==> src/rtl/bnn_pkg.sv <==
// Shared definitions for binary neural network blocks: synapse mode
// encodings and an elaboration-time width helper.
package bnn_pkg;

  // Synapse combine function selected by the chain's mode bit
  typedef enum logic {
    MODE_AND  = 1'b0,
    MODE_XNOR = 1'b1
  } mode_e;

  // Ceiling log2 for sizing; clog2(1) = 0, clog2(9) = 4
  function automatic int clog2(input int v);
    int r;
    r = 0;
    for (int i = 0; i < 31; i++) begin
      if ((1 << i) < v) r = i + 1;
    end
    return r;
  endfunction

endpackage

==> src/rtl/bnn_popcount.sv <==
// Combinational popcount as a balanced binary adder tree. Leaves are
// zero-padded to a power of two so every level halves cleanly.
module bnn_popcount
  import bnn_pkg::*;
#(
  parameter int INPUTS   = 8,
  parameter int ACC_BITS = clog2(INPUTS + 1)
) (
  input  logic [INPUTS-1:0]   bits,
  output logic [ACC_BITS-1:0] count
);

  localparam int LVLS   = clog2(INPUTS);
  localparam int LEAVES = 1 << LVLS;

  for (genvar l = 0; l <= LVLS; l++) begin : g_lvl
    localparam int N = LEAVES >> l;
    logic [ACC_BITS-1:0] s [N];
    for (genvar k = 0; k < N; k++) begin : g_node
      if (l == 0) begin : g_leaf
        if (k < INPUTS) begin : g_bit
          assign s[k] = ACC_BITS'(bits[k]);
        end else begin : g_pad
          assign s[k] = '0;
        end
      end else begin : g_add
        // Partial sums never exceed INPUTS, so ACC_BITS never overflows
        assign s[k] = g_lvl[l-1].s[2*k] + g_lvl[l-1].s[2*k+1];
      end
    end
  end

  assign count = g_lvl[LVLS].s[0];

endmodule

==> src/rtl/neuron_xnor.sv <==
// Binary neuron: serially loaded weights/bias/mode, two-stage evaluation
// (synapse register, then popcount + threshold compare).
module neuron_xnor
  import bnn_pkg::*;
#(
  parameter  int INPUTS    = 8,
  parameter  int BIAS_BITS = 4,
  localparam int ACC_BITS  = clog2(INPUTS + 1),
  localparam int CHAIN_LEN = INPUTS + BIAS_BITS + 1
) (
  input  logic                clk,
  input  logic                rst_n,
  input  logic                setup,
  input  logic                param_in,
  output logic                param_out,
  input  logic                in_valid,
  input  logic [INPUTS-1:0]   inputs,
  output logic                out_valid,
  output logic                axon,
  output logic [ACC_BITS-1:0] count
);

  localparam int STAGES = 2;
  localparam int CMP_W  = (ACC_BITS > BIAS_BITS) ? ACC_BITS : BIAS_BITS;

  // chain = {mode, bias, weights}; shifting the whole vector left by one
  // moves weights MSB into bias LSB and bias MSB into mode.
  logic [CHAIN_LEN-1:0] chain;
  logic [INPUTS-1:0]    weights;
  logic [BIAS_BITS-1:0] bias;
  mode_e                mode;

  logic [INPUTS-1:0]    syn;
  logic [INPUTS-1:0]    syn_q;
  logic [ACC_BITS-1:0]  pc;
  logic [CMP_W-1:0]     cnt_x, bias_x;
  logic                 fire;
  logic [STAGES:1]      vld_pipe;

  assign weights   = chain[INPUTS-1:0];
  assign bias      = chain[INPUTS+BIAS_BITS-1:INPUTS];
  assign mode      = mode_e'(chain[CHAIN_LEN-1]);
  assign param_out = chain[CHAIN_LEN-1];

  // Shifting parameters and evaluating are mutually exclusive on an edge
  assign fire = in_valid & ~setup;

  for (genvar i = 0; i < INPUTS; i++) begin : g_syn
    assign syn[i] = (mode == MODE_XNOR) ? ~(weights[i] ^ inputs[i])
                                        : (weights[i] & inputs[i]);
  end

  bnn_popcount #(
    .INPUTS   (INPUTS),
    .ACC_BITS (ACC_BITS)
  ) u_pc (
    .bits  (syn_q),
    .count (pc)
  );

  // Zero-extend both operands so the threshold compare is unsigned
  assign cnt_x  = CMP_W'(pc);
  assign bias_x = CMP_W'(bias);

  // Parameter chain shift register
  always_ff @(posedge clk or negedge rst_n) begin
    if (!rst_n)     chain <= '0;
    else if (setup) chain <= {chain[CHAIN_LEN-2:0], param_in};
  end

  // Stage 1: capture synapses; setup flushes the valid
  always_ff @(posedge clk or negedge rst_n) begin
    if (!rst_n) begin
      syn_q       <= '0;
      vld_pipe[1] <= 1'b0;
    end else begin
      vld_pipe[1] <= fire;
      if (fire) syn_q <= syn;
    end
  end

  // Stage 2: popcount and threshold; results hold when not updated
  always_ff @(posedge clk or negedge rst_n) begin
    if (!rst_n) begin
      vld_pipe[2] <= 1'b0;
      count       <= '0;
      axon        <= 1'b0;
    end else begin
      vld_pipe[2] <= vld_pipe[1] & ~setup;
      if (vld_pipe[1] && !setup) begin
        count <= pc;
        axon  <= (cnt_x > bias_x);
      end
    end
  end

  assign out_valid = vld_pipe[STAGES];

endmodule

==> config.mk <==
export PLATFORM = sky130hd
export DESIGN_NAME = neuron_xnor
export DESIGN_NICKNAME = d
export VERILOG_FILES = /design/src/rtl/bnn_pkg.sv /design/src/rtl/bnn_popcount.sv /design/src/rtl/neuron_xnor.sv
export SDC_FILE = /design/constraint.sdc
export NUM_CORES = 1
export LEC_CHECK = 0
export CAP_MARGIN = 5
export CORE_AREA = 2 2 51 72
export CTS_CLUSTER_DIAMETER = 50
export DETAILED_ROUTE_END_ITERATION = 10
export DIE_AREA = 0 0 53 74
export HOLD_SLACK_MARGIN = 0.03
export PLACE_DENSITY = 0.83
export SLEW_MARGIN = 20
export SYNTH_ARGS = -nofsm -noshare
export SYNTH_HDL_FRONTEND = slang
export SYNTH_HIERARCHICAL = 1
export SYNTH_SLANG_ARGS = --single-unit
==> constraint.sdc <==
create_clock -name clk -period 3.3 [get_ports clk]
set_clock_uncertainty 0.15 [all_clocks]
set_input_delay 0.495 -clock clk [delete_from_list [all_inputs] [get_ports clk]]
set_output_delay 0.495 -clock clk [all_outputs]
set_load 0.03 [all_outputs]
==> results.sh, run 1 <==
export IMPL_status="finished, final reports clean"
export IMPL_core_area_um2=3284
export IMPL_clkTransAtPathRegs_ps=90
export IMPL_grt_pass1_vias=999
export IMPL_gr_total_overflow=0
export IMPL_dpl_hpwl_mm=2.032
export IMPL_ys_top_cells_by_area="dfrtp_1, ha_1, mux2_2"
export IMPL_synth_mux_area_share_pct=13.61
export IMPL_ys_seq_area_share_pct=45.90
export IMPL_grt_usage_pct=14.78
export IMPL_maxSlewHeadroom_pct=52.74
export IMPL_syn_inst=133
export IMPL_yosys_area_share_simple_pct=7.213
export IMPL_stdcell_area_um2=1847
export IMPL_synth_compound_area_share_pct=6.803
export IMPL_dieHeight_um=74
export IMPL_grt_max_degree=29
export IMPL_io_pins=20
export IMPL_leakage_uw=0.0008772
export IMPL_powerDensity_nw_per_um2=874.0
export IMPL_setup_viol=0
export IMPL_clk_latency_ps=270
export IMPL_period_needed_ps=3260
export IMPL_ys_seq_elements=28
export IMPL_cts_tree="yes"
export IMPL_max_vdd_ir_drop_mv=0.5563
export IMPL_design_die_area_um2=3922
export IMPL_holdCritPathClass="flop to flop"
export IMPL_clockBufferDepth=2
export IMPL_initialDrtViolationCount=9
export IMPL_synth_ff_type="dfrtp_1"
export IMPL_synth_xor_xnor_area_share_pct=0.5738
export IMPL_maxCapViolations=0
export IMPL_synth_common_cells="dfrtp_1, inv_1, ha_1, nand2_1"
export IMPL_period_share_pct=98.79
export IMPL_die_w_um=53
export IMPL_finalMaxSlewViolations=0
export IMPL_arrival_ps=3260
export IMPL_place_gp_congestion=0.7700
export IMPL_worstMarginPinSlew_ps=706.7
export IMPL_syn_nets=165
export IMPL_synth_most_common_cell="dfrtp_1"
export IMPL_drtPass1Iterations=4
export IMPL_grt_pass1_wl_mm=4.202
export IMPL_synth_edf_count=0
export IMPL_root_buffer="clkbuf_8"
export IMPL_post_synth_top_area_fraction_pct=45.90
export IMPL_hold_violations=0
export IMPL_setup_ws_ps=39.98
export IMPL_max_freq_mhz=306.7
export IMPL_placed_area_um2=1737
export IMPL_synth_adder_area_share_pct=17.54
export IMPL_critPathKind="flop to flop"
export IMPL_synth_top_cell_by_area="dfrtp_1"
export IMPL_async_flop_share_pct=100.0
export IMPL_start_util_pct=46.48
export IMPL_cts_htree_levels=1
export IMPL_routed_wl_mm=2.616
export IMPL_n_antenna_cell=0
export IMPL_antenna_found_initial=0
export IMPL_synthesis_area_um2=1526
export IMPL_path_max_fanout=2
export IMPL_yosysUniqueCellTypes=20
export IMPL_port_buffer_count=19
export IMPL_drive_gt1_share_pct=21.02
export IMPL_remaining_drc_errors=0
export IMPL_numClockSinks=28
export IMPL_worstSetupStartpointType="flop"
export IMPL_yosysWarnings=6
export IMPL_viasPerCell=4.919
export IMPL_worstPathRequired_ps=3300
export IMPL_wl_per_cell_um=13.28
export IMPL_synth_top_family_by_area="adder cells"
export IMPL_cts_buffers=3
export IMPL_dp_slack_ps=-68.07
export IMPL_cp_end_kind="flop"
export IMPL_fin_nets=190
export IMPL_avgSynthCellArea_um2=11.48
export IMPL_row_count=25
export IMPL_syn_to_final_growth_pct=20.98
export IMPL_num_vias=969
export IMPL_antenna_left=0
[what timing repair did]
action,in CTS,in global routing
gates resized for setup,2,4
hold buffers,0,0
setup buffers,1,3
endpoints found under the setup margin,1,1
endpoints found under the hold margin,0,0
pin swaps,2,5
[path summary, 6_finish.rpt]
path                          start         to  slack [ps]  cells past startpoint
min in group asynchronous     rst_n  chain[12]         440                      2
min                        syn_q[2]   syn_q[2]         340                      2
max in group asynchronous     rst_n   chain[5]        2300                      2
min reg2reg                syn_q[2]   syn_q[2]         340                      2
max                        syn_q[3]       axon          40                     10
max reg2reg                syn_q[3]       axon          40                     10
[layer usage]
layer / track usage, % / vias to the layer above / wire (µm)
met5: 0 / - / 0
met4: 3.989 / 0 / 37
met2: 27.50 / 14 / 1504
met3: 3.012 / 6 / 62
met1: 16.84 / 471 / 1012
li1: - / 478 / -
[cells by family (layout without fill, tap and decap cells)]
family	count (synthesis)	after routing
buf+inv	27	51
flops	28	28
xor+xnor	1	1
fa+ha+maj	19	19
mux	19	19
simple gates	20	20
compound gates	19	19
[area by class of cell]
| class | count | area [µm²] |
|---|---|---|
| Sequential cell | 28 | 700.7 |
| Fill cell | 267 | 1438 |
| Multi-Input combinational cell | 78 | 723.2 |
| Inverter | 22 | 82.58 |
| Timing Repair Buffer | 25 | 235.2 |
| Tap cell | 40 | 50.05 |
| Clock buffer | 4 | 55.05 |
[state kept, by name (all words and copies together) (netlist names)]
| signal | flops |
|---|---|
| chain | 13 |
| axon | 1 |
| out_valid | 1 |
| count | 4 |
| syn_q | 8 |
| vld_pipe | 1 |
[power breakdown]
group / switching, µW / total [µW] / internal [µW]
clock: 101 / 208 / 107
sequential: 68.5 / 517 / 448
combinational: 442 / 889 / 447
[critical path: stages, from the launching register on]
cell      delay [ps]
dfrtp_1          370
inv_1             60
fa_1             560
fa_1             440
fa_2             380
fa_2             540
inv_2             50
ha_4             200
nor2b_1          130
o211ai_1         170
a31oi_1          100
[through the flow]
step | power (µW) | utilization, % | hold WS (ps) | cells | TNS (ps)
floorplan | 1069 | - | 49.41 | 133 | 0
global placement | 1235 | 52.88 | 316.0 | 189 | 0
detailed placement | 1294 | 52.88 | 321.6 | 189 | -68.07
CTS | 1540 | 55.09 | 342.4 | 194 | 0
global route | 1742 | 56.23 | 382.0 | 197 | -15.67
finish | 1614 | 56.23 | 343.0 | 197 | 0
[layout by cell type (no fill, tap or decap), types with 4 or more instances in the layout]
master | synthesis | layout
mux2_2 | 14 | 14
mux2i_1 | 5 | 5
o21ai_0 | 14 | 14
clkdlybuf4s50_1 | 0 | 19
clkbuf_8 | 0 | 4
ha_1 | 15 | 14
dfrtp_1 | 28 | 28
nand2_1 | 15 | 15
buf_4 | 3 | 6
inv_1 | 22 | 20
Power figures use the tool's default switching activity.
==> run 2: changes to the inputs <==
CORE_AREA = 2 2 49 70   (was 2 2 51 72)
DIE_AREA = 0 0 51 72   (was 0 0 53 74)
DONT_BUFFER_PORTS = 1   (was not set)
PLACE_DENSITY = 0.78   (was 0.83)
==> run 2 against run 1 <==
Against the previous run:
- die area decreased by 6.4%
- sequential power is 14% higher
- sequential share of layout area grew 4.6 points
- setup slack better by 25 ps
- register-to-register slack gained 20 ps
- power fell by 8.1%
- global-route usage fell by 0.32 points
- core utilization fell by 1.9 points
- cell area fell by 11%
- combinational power shrank 23%
- clock power is essentially flat
- cell count decreased by 12%
- largest power group unchanged
==> results.sh, run 2 (synthesis gave the netlist of run 1 again) <==
export IMPL_status="finished, final reports clean"
export IMPL_clockPowerShare_pct=14.2
export IMPL_arrival_ps=3240
export IMPL_seqPwrFrac_pct=39.7
export IMPL_top_regs="chain x13, syn_q x8, count x4"
export IMPL_grt_usage_pct=14.46
export IMPL_drtPass1Iterations=4
export IMPL_max_freq_mhz=309.1
export IMPL_io_pins=20
export IMPL_worstPathRequired_ps=3310
export IMPL_n_antenna_cell=0
export IMPL_clkTransAtPathRegs_ps=90
export IMPL_finalMaxSlewViolations=0
export IMPL_clockBufferDepth=2
export IMPL_hold_depth=1
export IMPL_hold_violations=0
export IMPL_die_w_um=51
export IMPL_cts_buffers=3
export IMPL_root_buffer="clkbuf_8"
export IMPL_cp_end_kind="flop"
export IMPL_drive_gt1_share_pct=21.48
export IMPL_fin_nets=168
export IMPL_maxCapViolations=0
export IMPL_row_count=24
export IMPL_initialDrtViolationCount=22
export IMPL_numClockSinks=28
export IMPL_core_area_um2=3033
export IMPL_post_route_util_pct=54.33
export IMPL_antenna_found_initial=0
export IMPL_viasPerCell=5.063
export IMPL_mostFrequentLayoutCell="dfrtp_1"
export IMPL_placed_area_um2=1530
export IMPL_grtUsageMet3_pct=2.675
export IMPL_fin_setup_tns_ps=0
export IMPL_p_sw_share_pct=38.57
export IMPL_antenna_left=0
export IMPL_leakage_uw=0.0007944
export IMPL_reg2reg_slack_ps=60
export IMPL_design_die_area_um2=3672
export IMPL_reg2reg_depth=10
export IMPL_r2r_start="syn_q[0]"
export IMPL_period_share_pct=98.04
export IMPL_maxSlewHeadroom_pct=52.54
export IMPL_hold_path_endpoint="out_valid"
export IMPL_largest_register="chain"
export IMPL_combPwrFrac_pct=46.1
export IMPL_use_met2_pct=26.55
export IMPL_worstMarginPinSlew_ps=711.8
export IMPL_worstSetupStartpointType="flop"
export IMPL_syn_to_final_growth_pct=7.951
export IMPL_period_needed_ps=3235
export IMPL_rsz0062_at_grt="yes"
export IMPL_critPathKind="flop to flop"
export IMPL_clk_latency_ps=270
export IMPL_switching_power_uw=572.3
export IMPL_grt_max_degree=29
export IMPL_r2r_end="axon"
export IMPL_gr_total_overflow=0
export IMPL_start_util_pct=50.33
export IMPL_holdCritPathClass="primary input to flop"
export IMPL_largest_reg_flops=13
export IMPL_max_vdd_ir_drop_mv=0.4287
export IMPL_setup_viol=0
export IMPL_path_max_fanout=2
export IMPL_final_cell_mix="dfrtp_1, inv_1, nand2_1"
export IMPL_cts_htree_levels=1
export IMPL_stdcell_area_um2=1648
export IMPL_grt_busiest_layer="met2"
export IMPL_dpl_hpwl_mm=1.740
export IMPL_cts_tree="yes"
export IMPL_port_buffer_count=0
export IMPL_hold_path_startpoint="setup"
export IMPL_place_gp_congestion=0.8099
export IMPL_remaining_drc_errors=0
export IMPL_grt_pass1_vias=978
export IMPL_num_vias=881
export IMPL_powerDensity_nw_per_um2=900.4
export IMPL_dieHeight_um=72
export IMPL_wl_per_cell_um=13.26
export IMPL_grt_pass1_wl_mm=4.064
export IMPL_setup_ws_ps=64.82
export IMPL_total_power_uw=1484
export IMPL_routed_wl_mm=2.308
export IMPL_dp_slack_ps=-90.95
export IMPL_p_int_uw=911.4
export IMPL_gr_usage_met1_pct=16.26
## run 2: cell types whose count changed in the layout (fill, tap and decap cells not counted), sizes merged
cell           before  now
dlygate4sd3         0    1
clkdlybuf4s50      19    0
buf                 6    2
## run 2: routing by layer
layer | wire (µm) | vias up
li1 | - | 435
met1 | 1004 | 426
met2 | 1208 | 16
met3 | 75 | 4
met4 | 19 | 0
met5 | 0 | -
## run 2: worst max path at each step
| stage | startpoint | to | slack, ps | cells past startpoint |
|---|---|---|---|---|
| 2_1_floorplan | syn_q[0] | axon | 70 | 10 |
| 3_3_place_gp | syn_q[0] | axon | 20 | 10 |
| 3_5_place_dp | syn_q[0] | axon | -90 | 10 |
| 4_1_cts | syn_q[0] | axon | 10 | 10 |
| 5_1_grt | syn_q[0] | axon | -40 | 10 |
| 6_report | syn_q[0] | axon | 60 | 10 |
## run 2: power groups by stage
stage / clock network, µW / registers, µW / logic (µW)
2_1_floorplan: 0 / 566 / 503
3_3_place_gp: 0 / 594 / 551
3_5_place_dp: 0 / 600 / 585
4_1_cts: 217 / 593 / 621
5_1_grt: 231 / 607 / 803
6_report: 211 / 589 / 684
## run 2: critical path, cell delays in order (launching register included)
cell	delay (ps)
dfrtp_1	370
inv_2	50
fa_1	540
fa_1	440
fa_2	390
fa_2	540
inv_2	50
ha_4	200
nor2b_1	120
o211ai_1	170
a31oi_1	90
## run 2: area by class of cell
cell class / instances / area, µm²
timing repair buffer: 3 / 37.54
tap: 39 / 48.80
fill: 257 / 1385
multi-input combinational: 78 / 723.2
sequential: 28 / 700.7
clock buffer: 4 / 55.05
inverter: 22 / 82.58
## run 2: stage by stage
step                      hold slack (ps)  std cells
final                               156.5        174
after global routing                142.0        174
after CTS                           147.1        173
after detailed placement            50.37        167
after global placement              50.38        167
after floorplan                     49.41        133
## run 2: repair_timing
item / CTS / global route
endpoints found under the hold margin: 28 / 0
endpoints found under the setup margin: 1 / 1
setup buffers: 0 / 1
pin swaps: 0 / 5
gates resized for setup: 2 / 4
hold buffers: 2 / 0
==> run 3: changes to the inputs <==
PLACE_DENSITY = 0.79   (was 0.78)
==> run 3 against run 2 <==
Against the previous run:
- register-to-register slack worse by 20 ps
- first-iteration DRC count is 32% lower
- critical path depth stayed put
- non-clock buffer count stayed put
- combinational power is 7.9% higher
- sequential cell count stayed put
- clock power is 15% lower
- routed wire length is 5.0% higher
- cell count is 0.57% lower
- cell area is 0.84% lower
- highest routed layer unchanged
==> results.sh, run 3 (synthesis gave the netlist of run 1 again) <==
export IMPL_dpl_hpwl_mm=1.900
export IMPL_n_antenna_cell=0
export IMPL_max_freq_mhz=307.1
export IMPL_drtPass1Iterations=4
export IMPL_io_pins=20
export IMPL_gr_total_overflow=0
export IMPL_dp_slack_ps=-82.59
export IMPL_wl_per_cell_um=14.01
export IMPL_cp_end_kind="flop"
export IMPL_largest_register="chain"
export IMPL_post_route_util_pct=53.88
export IMPL_critPathKind="flop to flop"
export IMPL_port_buffer_count=0
export IMPL_grt_pass1_wl_mm=4.188
export IMPL_core_area_um2=3033
export IMPL_status="finished, final reports clean"
export IMPL_viasPerCell=5.133
export IMPL_cp_num_buf_inv=2
export IMPL_initialDrtViolationCount=15
export IMPL_place_gp_congestion=0.8205
export IMPL_path_delay_family="adder cells"
export IMPL_maxSlewHeadroom_pct=51.93
export IMPL_period_share_pct=98.66
export IMPL_grt_usage_pct=15.46
export IMPL_maxCapViolations=0
export IMPL_row_count=24
export IMPL_top_regs="chain x13, syn_q x8, count x4"
export IMPL_rsz0062_at_grt="yes"
export IMPL_max_vdd_ir_drop_mv=0.4724
export IMPL_grt_max_degree=29
export IMPL_worstMarginPinSlew_ps=721.0
export IMPL_worstSetupStartpointType="flop"
export IMPL_dp_cells=168
export IMPL_grt_pass1_vias=964
export IMPL_cts_setup_buffers=0
export IMPL_crit_slowest_cell="fa_1"
export IMPL_holdCritPathClass="primary input to flop"
export IMPL_slowest_delay_ps=560
export IMPL_syn_to_final_growth_pct=7.049
export IMPL_design_die_area_um2=3672
export IMPL_drive_gt1_share_pct=20.90
export IMPL_arrival_ps=3250
export IMPL_fin_nets=168
export IMPL_worstPathRequired_ps=3300
export IMPL_die_w_um=51
export IMPL_setup_ws_ps=44.08
export IMPL_cts_buffers=3
export IMPL_dieHeight_um=72
export IMPL_numClockSinks=28
export IMPL_final_cell_count_no_fill=173
export IMPL_leakage_uw=0.0007862
export IMPL_routed_wl_mm=2.424
export IMPL_finalMaxSlewViolations=0
export IMPL_start_util_pct=50.33
export IMPL_largest_reg_flops=13
export IMPL_final_cell_mix="dfrtp_1, inv_1, nand2_1"
export IMPL_num_vias=888
export IMPL_mostFrequentLayoutCell="dfrtp_1"
export IMPL_powerDensity_nw_per_um2=923.4
export IMPL_clk_latency_ps=270
export IMPL_setup_viol=0
export IMPL_cts_htree_levels=1
export IMPL_antenna_left=0
export IMPL_hold_violations=0
export IMPL_cts_tree="yes"
export IMPL_remaining_drc_errors=0
export IMPL_path_cells="inv_2 -> fa_1 -> fa_1 -> fa_2 -> fa_2 -> inv_2 -> ha_4 -> nor2b_1 -> o211ai_1 -> a31oi_1"
export IMPL_period_needed_ps=3256
export IMPL_clockBufferDepth=2
export IMPL_nFillCells=269
export IMPL_path_max_fanout=2
export IMPL_root_buffer="clkbuf_8"
export IMPL_antenna_found_initial=0
export IMPL_clkTransAtPathRegs_ps=90
-- run 3: area by class of cell --
class	instances	area, µm²	area share [%]
multi-input combinational	78	723.2	44.26
clock buffer	3	41.29	2.527
timing repair buffer	3	37.54	2.297
sequential	28	700.7	42.88
tap	39	48.80	2.986
inverter	22	82.58	5.054
-- run 3: stage by stage --
step	TNS, ps	power [µW]	hold WS (ps)	cell area (µm²)
after CTS	-32.53	1448	147.3	1612
after global placement	0	1168	49.91	1538
final	0	1509	157.2	1634
after detailed placement	-82.59	1244	49.98	1538
after floorplan	0	1069	49.41	1526
after global routing	-89.12	1636	147.5	1634
-- run 3: routing by layer --
| layer | GRT usage (%) | vias up | wire (µm) |
|---|---|---|---|
| met5 | 0 | - | 0 |
| met3 | 3.086 | 5 | 62 |
| met1 | 17.13 | 435 | 1042 |
| li1 | - | 434 | - |
| met4 | 9.309 | 0 | 57 |
| met2 | 26.84 | 14 | 1261 |
-- run 3: report_power, final --
group	leakage [µW]	internal (µW)	switching, µW
Combinational	0.000415	380	358
Sequential	0.000349	447	144
Clock	0.0000216	81.8	97.8
-- run 3: final timing paths --
| kind | start | cells after the start | endpoint | slack (ps) |
|---|---|---|---|---|
| min | setup | 1 | out_valid | 160 |
| max reg2reg | syn_q[0] | 10 | axon | 40 |
| max in group asynchronous | rst_n | 2 | count[3] | 2340 |
| min reg2reg | syn_q[1] | 2 | syn_q[1] | 340 |
| max | syn_q[0] | 10 | axon | 40 |
| min in group asynchronous | rst_n | 2 | chain[1] | 500 |
-- run 3: timing repair --
item                                    in CTS  in global routing
endpoints found under the hold margin       28                  0
resized for setup                            2                  4
hold buffers                                 2                  0
gates cloned                                 0                  0
pin swaps                                    0                  1
endpoints found under the setup margin       1                  1
